**config.mk**
```make
export PLATFORM = sky130hd
export DESIGN_NAME = rect_fill
export DESIGN_NICKNAME = d
export VERILOG_FILES = /design/src/rtl/vga_pkg.sv /design/src/rtl/xy_counter.sv /design/src/rtl/rect_fill.sv
export SDC_FILE = /design/constraint.sdc
export NUM_CORES = 1
export LEC_CHECK = 0
export ABC_AREA = 0
export BUFFER_PORTS_ARGS = -buffer_cell sky130_fd_sc_hd__buf_2
export CAP_MARGIN = 15
export CORE_ASPECT_RATIO = 0.9
export CORE_UTILIZATION = 55
export CTS_CLUSTER_SIZE = 8
export DETAILED_ROUTE_END_ITERATION = 8
export PLACE_DENSITY_LB_ADDON = 0.1
export SYNTH_ARGS = -nofsm -noshare
export SYNTH_HDL_FRONTEND = slang
export SYNTH_SLANG_ARGS = --single-unit
```
**constraint.sdc**
```tcl
create_clock -name CLOCK_50 -period 6.95 [get_ports CLOCK_50]
set_input_delay 1.39 -clock CLOCK_50 [delete_from_list [all_inputs] [get_ports CLOCK_50]]
set_output_delay 1.39 -clock CLOCK_50 [all_outputs]
set_load 0.03 [all_outputs]
```
**src/rtl/vga_pkg.sv**
```systemverilog
// Shared definitions for the 160x120, 3-bit-colour VGA adapter datapath:
// screen geometry, named colours and the rect_fill state encoding.
package vga_pkg;

    localparam int X_MAX = 160;
    localparam int Y_MAX = 120;
    localparam int X_W   = 8;
    localparam int Y_W   = 7;

    localparam logic [2:0] BLACK   = 3'd0;
    localparam logic [2:0] BLUE    = 3'd1;
    localparam logic [2:0] GREEN   = 3'd2;
    localparam logic [2:0] CYAN    = 3'd3;
    localparam logic [2:0] RED     = 3'd4;
    localparam logic [2:0] MAGENTA = 3'd5;
    localparam logic [2:0] YELLOW  = 3'd6;
    localparam logic [2:0] WHITE   = 3'd7;

    typedef enum logic [1:0] {
        RF_IDLE  = 2'd0,
        RF_SETUP = 2'd1,
        RF_DRAW  = 2'd2,
        RF_FIN   = 2'd3
    } rf_state_t;

endpackage

```
**src/rtl/xy_counter.sv**
```systemverilog
// Loadable 2-D raster counter. On load it takes an origin and a non-zero
// extent; each step advances x, wrapping back to the origin column and
// bumping y after the last column. Holds its position when not stepping.
module xy_counter #(
    parameter int X_W = 8,
    parameter int Y_W = 7
) (
    input  logic           clk,
    input  logic           rst_n,
    input  logic           load,
    input  logic           step,
    input  logic [X_W-1:0] org_x,
    input  logic [Y_W-1:0] org_y,
    input  logic [X_W:0]   wc,
    input  logic [Y_W:0]   hc,
    output logic [X_W-1:0] x,
    output logic [Y_W-1:0] y,
    output logic           last_col,
    output logic           last_pix
);

    logic [X_W-1:0] base_x;
    logic [X_W-1:0] end_x;
    logic [Y_W-1:0] end_y;
    logic [X_W:0]   end_x_full;
    logic [Y_W:0]   end_y_full;

    // Inclusive end coordinates of the rectangle; extent is never zero when loaded.
    always_comb begin
        end_x_full = {1'b0, org_x} + wc - (X_W+1)'(1);
        end_y_full = {1'b0, org_y} + hc - (Y_W+1)'(1);
    end

    // Bounds are pure data captured at load time, no reset needed.
    always_ff @(posedge clk) begin
        if (load) begin
            base_x <= org_x;
            end_x  <= end_x_full[X_W-1:0];
            end_y  <= end_y_full[Y_W-1:0];
        end
    end

    // Current raster position with row wrap.
    always_ff @(posedge clk or negedge rst_n) begin
        if (!rst_n) begin
            x <= '0;
            y <= '0;
        end else if (load) begin
            x <= org_x;
            y <= org_y;
        end else if (step) begin
            if (last_col) begin
                x <= base_x;
                y <= y + (Y_W)'(1);
            end else begin
                x <= x + (X_W)'(1);
            end
        end
    end

    assign last_col = (x == end_x);
    assign last_pix = last_col && (y == end_y);

endmodule

```
**src/rtl/rect_fill.sv**
```systemverilog
// Rectangle pixel-stream generator for the VGA adapter. Accepts one command
// in IDLE, clips it to the screen in SETUP, then emits one pixel per clock
// in row-major order and pulses done when the rectangle is complete.
module rect_fill import vga_pkg::*; #(
    parameter int X_W   = vga_pkg::X_W,
    parameter int Y_W   = vga_pkg::Y_W,
    parameter int X_MAX = vga_pkg::X_MAX,
    parameter int Y_MAX = vga_pkg::Y_MAX
) (
    input  logic           CLOCK_50,
    input  logic           resetn,
    input  logic           start,
    input  logic           clear,
    input  logic [X_W-1:0] x0,
    input  logic [Y_W-1:0] y0,
    input  logic [X_W-1:0] w,
    input  logic [Y_W-1:0] h,
    input  logic [2:0]     colour_in,
    output logic           busy,
    output logic           done,
    output logic [X_W-1:0] x,
    output logic [Y_W-1:0] y,
    output logic [2:0]     colour,
    output logic           plot
);

    localparam logic [X_W:0] XM = (X_W+1)'(X_MAX);
    localparam logic [Y_W:0] YM = (Y_W+1)'(Y_MAX);

    // Width visible on screen from origin org; one extra bit so org+len never wraps.
    function automatic logic [X_W:0] clip_w(input logic [X_W-1:0] org,
                                            input logic [X_W-1:0] len);
        logic [X_W:0] room;
        room = XM - {1'b0, org};
        if ({1'b0, org} >= XM)
            clip_w = '0;
        else if ({1'b0, len} < room)
            clip_w = {1'b0, len};
        else
            clip_w = room;
    endfunction

    // Height visible on screen from origin org.
    function automatic logic [Y_W:0] clip_h(input logic [Y_W-1:0] org,
                                            input logic [Y_W-1:0] len);
        logic [Y_W:0] room;
        room = YM - {1'b0, org};
        if ({1'b0, org} >= YM)
            clip_h = '0;
        else if ({1'b0, len} < room)
            clip_h = {1'b0, len};
        else
            clip_h = room;
    endfunction

    rf_state_t      state;
    logic           cmd_clear;
    logic [X_W-1:0] cmd_x0;
    logic [Y_W-1:0] cmd_y0;
    logic [X_W-1:0] cmd_w;
    logic [Y_W-1:0] cmd_h;
    logic [2:0]     cmd_colour;

    logic [X_W-1:0] org_x;
    logic [Y_W-1:0] org_y;
    logic [X_W:0]   wc;
    logic [Y_W:0]   hc;
    logic           empty;
    logic           cnt_load;
    logic           cnt_step;
    logic           cnt_last_col;
    logic           cnt_last_pix;
    logic           frame_end;

    // Command registers are data only; they are captured on acceptance.
    always_ff @(posedge CLOCK_50) begin
        if (state == RF_IDLE && start) begin
            cmd_clear  <= clear;
            cmd_x0     <= x0;
            cmd_y0     <= y0;
            cmd_w      <= w;
            cmd_h      <= h;
            cmd_colour <= colour_in;
        end
    end

    // Clipped origin and extent from the latched command; clear overrides everything.
    always_comb begin
        org_x = '0;
        org_y = '0;
        wc    = XM;
        hc    = YM;
        if (!cmd_clear) begin
            org_x = cmd_x0;
            org_y = cmd_y0;
            wc    = clip_w(cmd_x0, cmd_w);
            hc    = clip_h(cmd_y0, cmd_h);
        end
        empty = (wc == '0) || (hc == '0);
    end

    assign cnt_load  = (state == RF_SETUP) && !empty;
    assign cnt_step  = (state == RF_DRAW) && !cnt_last_pix;
    // The final pixel is the last column of the last row.
    assign frame_end = cnt_last_col && cnt_last_pix;

    xy_counter #(
        .X_W(X_W),
        .Y_W(Y_W)
    ) u_xy_counter (
        .clk      (CLOCK_50),
        .rst_n    (resetn),
        .load     (cnt_load),
        .step     (cnt_step),
        .org_x    (org_x),
        .org_y    (org_y),
        .wc       (wc),
        .hc       (hc),
        .x        (x),
        .y        (y),
        .last_col (cnt_last_col),
        .last_pix (cnt_last_pix)
    );

    // Command FSM with registered busy/done/plot/colour outputs.
    always_ff @(posedge CLOCK_50 or negedge resetn) begin
        if (!resetn) begin
            state  <= RF_IDLE;
            busy   <= 1'b0;
            done   <= 1'b0;
            plot   <= 1'b0;
            colour <= '0;
        end else begin
            case (state)
                RF_IDLE: begin
                    done <= 1'b0;
                    if (start) begin
                        state <= RF_SETUP;
                        busy  <= 1'b1;
                    end
                end
                RF_SETUP: begin
                    if (empty) begin
                        state <= RF_FIN;
                        busy  <= 1'b0;
                        done  <= 1'b1;
                    end else begin
                        state  <= RF_DRAW;
                        plot   <= 1'b1;
                        colour <= cmd_colour;
                    end
                end
                RF_DRAW: begin
                    if (frame_end) begin
                        state <= RF_FIN;
                        plot  <= 1'b0;
                        busy  <= 1'b0;
                        done  <= 1'b1;
                    end
                end
                RF_FIN: begin
                    done  <= 1'b0;
                    state <= RF_IDLE;
                end
                default: begin
                    state <= RF_IDLE;
                    busy  <= 1'b0;
                    done  <= 1'b0;
                    plot  <= 1'b0;
                end
            endcase
        end
    end

endmodule

```
==> metrics.txt <==
final wirelength 9.31 mm; row count 32; diode count 0; pin count of the biggest net entering global routing 38; PnR worst setup slack 2040 ps; Logic pwr share 0.476; power share of the clock group 0.141; post-synth cell types 56; RSZ-0062 raised after global routing false; hpwl dp 7.10 mm; Sw Share 0.419; routed vias/inst 5.34; Num CTS Buffers 9; Post-layout nets 616; min-delay src cmd_colour[2]$_DFFE_PP_; Setup Fix Bufs, Post-CTS 0; R2R setup slack 2040 ps; Top-Level Pins 58; internal cell power 1.31 mW; initial antenna violation count 0; synthesis warning total 0; port bufs 57; Residual DRC 0; total vias in the final route 3506; worst reg2reg path depth 24; Top FF cell, synth edfxtp_1; Yosys top cell area share 0.346; CTS tree done; grt total ovfl 0; CP required 7060 ps; Fin. Hold Viols 0; Leak 2.46 nW; Seq/Total Area, Yosys 0.462; ranking of synthesized cells by area edfxtp_1 (35%), dfrtp_1 (12%), ha_1 (11%); Reg-to-Reg Start cmd_x0[0]$_DFFE_PP_; Post-DP Area 5350 um^2; status finished clean; setup TNS 0 ps; Clock Tree Root clkbuf_8; routed length per placed instance 14.2 um; Finish-stage setup viols 0; Clock Latency Late Sink 350 ps; Hold Path Stages 1; clk sinks 80; peak supply drop 177 uV; Worst Setup SP cmd_x0[0]$_DFFE_PP_; pre-CTS WS 2070 ps; Slew Viols, Final 0; Final Wtd Congestion 0.910; Syn Nets 558; Starting Density 0.572; Fin Clk Skew 11.9 ps; max-cap violations 0; drt pass-1 iters 4; Tcrit/Tclk final 0.707; CORE AREA 8650 um^2; Data arrival, critical path 5020 ps; Post-Syn Instances 474; R2R Path End u_xy_counter.end_x[7]$_DFFE_PP_; fraction of registers with async set/reset 0.288; top cell type by total area after synthesis edfxtp_1; Synth Area per Inst 10.4 um^2; Psw 945 uW; number of synthesized flops with an enable pin 57; chip width 102 um; final non-filler cell area 5530 um^2; final instance count without filler cells 656; vias in the first global route 3336; crit path to u_xy_counter.end_x[7]$_DFFE_PP_; Worst Setup Path Type register to register; #FFs+latches synth 80; Peak Freq 204 MHz; hold_buf cts 0; # H-tree levels 3; Reg power frac 0.382; Clk pin slew, worst setup/hold paths 80 ps; post-cts repair resize count 0; clk buf depth 2; layout cells sized above 1 0.177; Fill cells 729; Die H 92.0 um; Worst-Margin Slew 902 ps; Cells after DPL 640; first-pass GRT wire length 15.6 mm; crit end category register; Routed Antenna Nets 0; Pwr Density 409 nW/um^2; headroom to the max-slew limit 0.398; Tot GR Track Use 0.218; minimum clock period 4910 ps; Post-synth top cells edfxtp_1 (57), inv_1 (57), ha_1 (45), nand2_1 (44), a21oi_1 (35); fin util 0.639; CP Max Fanout 10; Worst Hold Class register to register; die area 9390 um^2; CP startpoint kind register; Post-Syn Area 4950 um^2; Iter 0 DRT Violations 117; P&R area growth vs syn 11.7%
[cells by family (layout without fill, tap and decap cells)]
group,count (synthesis),in the layout,synth area share
muxes,10,10,0.0220
DFF,80,80,0.462
buffers and inverters,70,133,0.0566
xor gates and xnor gates,44,44,0.0778
and+or+nand+nor,116,116,0.115
AOI/OAI and AO/OA,107,107,0.145
adders and majority gates,47,47,0.122
[flip-flops by register name, summed over array words and instances, names as in the netlist]
signal               flops
cmd_w                    8
state                    2
done                     1
colour                   3
cmd_y0                   7
u_xy_counter.base_x      8
u_xy_counter.x           8
u_xy_counter.y           7
plot                     1
cmd_x0                   8
cmd_colour               3
u_xy_counter.end_y       7
cmd_h                    7
u_xy_counter.end_x       8
busy                     1
cmd_clear                1
[layout make-up]
type | count | area [um^2] | share of cell area
inverters | 57 | 214 | 0.0387
repair buffers | 60 | 308 | 0.0557
flip-flops and latches | 80 | 2290 | 0.414
clock buffers | 12 | 155 | 0.0281
well taps | 119 | 149 | 0.0269
clock inverters | 4 | 26.3 | 0.00475
multi-input cells | 324 | 2390 | 0.432
[per-layer routing]
layer / vias to the layer above / routed length (um) / global-route usage
li1: 1804 / - / -
met1: 1598 / 4610 / 0.302
met2: 90 / 4090 / 0.333
met3: 14 / 463 / 0.0488
met4: 0 / 150 / 0.0774
met5: - / 0 / 0
[placed cells by master, fill, tap and decap left out, drive strengths merged, types with 11 or more instances in the layout]
cell / synthesis / routed
inv: 57 / 60
buf: 5 / 60
edfxtp: 57 / 57
ha: 45 / 45
nand2: 45 / 45
a21oi: 35 / 35
o21ai: 28 / 28
xnor2: 23 / 23
dfrtp: 23 / 23
xor2: 21 / 21
nor2: 19 / 19
clkbuf: 8 / 12
nand3: 11 / 11
[worst max-delay path, stage by stage (launching register included)]
cell,delay [ps]
edfxtp_1,450
inv_1,110
ha_1,250
nor3b_2,290
a21boi_2,110
xnor2_1,250
ha_1,300
a21o_1,180
a221oi_2,290
o21ai_1,180
nand2_1,250
nand2_1,80
o21ai_0,70
nand2_1,70
ha_1,290
inv_1,40
ha_1,210
fa_1,400
a21oi_1,150
nor2_1,50
nor2_1,150
o21bai_1,80
a21oi_1,170
xnor2_1,160
xnor2_1,100
[power by group through the flow]
stage / logic (mW) / registers [mW] / clock network, mW
after floorplan: 0.739 / 0.952 / 0
after global placement: 1.04 / 0.869 / 0
after detailed placement: 1.08 / 0.873 / 0
after CTS: 1.08 / 0.863 / 0.329
after global routing: 1.22 / 0.884 / 0.345
final: 1.08 / 0.863 / 0.319
[metrics by stage]
stage	hold WS (ps)	power (mW)
floorplan	455	1.69
global placement	463	1.91
detailed placement	475	1.95
CTS	491	2.27
global route	503	2.45
finish	489	2.26
[worst min-delay path by stage]
| stage | slack [ps] | to |
|---|---|---|
| after floorplan | 460 | colour[0]$_DFFE_PN0P_ |
| after global placement | 460 | colour[2]$_DFFE_PN0P_ |
| after detailed placement | 470 | colour[0]$_DFFE_PN0P_ |
| after CTS | 490 | colour[2]$_DFFE_PN0P_ |
| after global routing | 500 | colour[0]$_DFFE_PN0P_ |
| final | 490 | colour[2]$_DFFE_PN0P_ |
No activity file was read; power rests on OpenSTA's default activity.
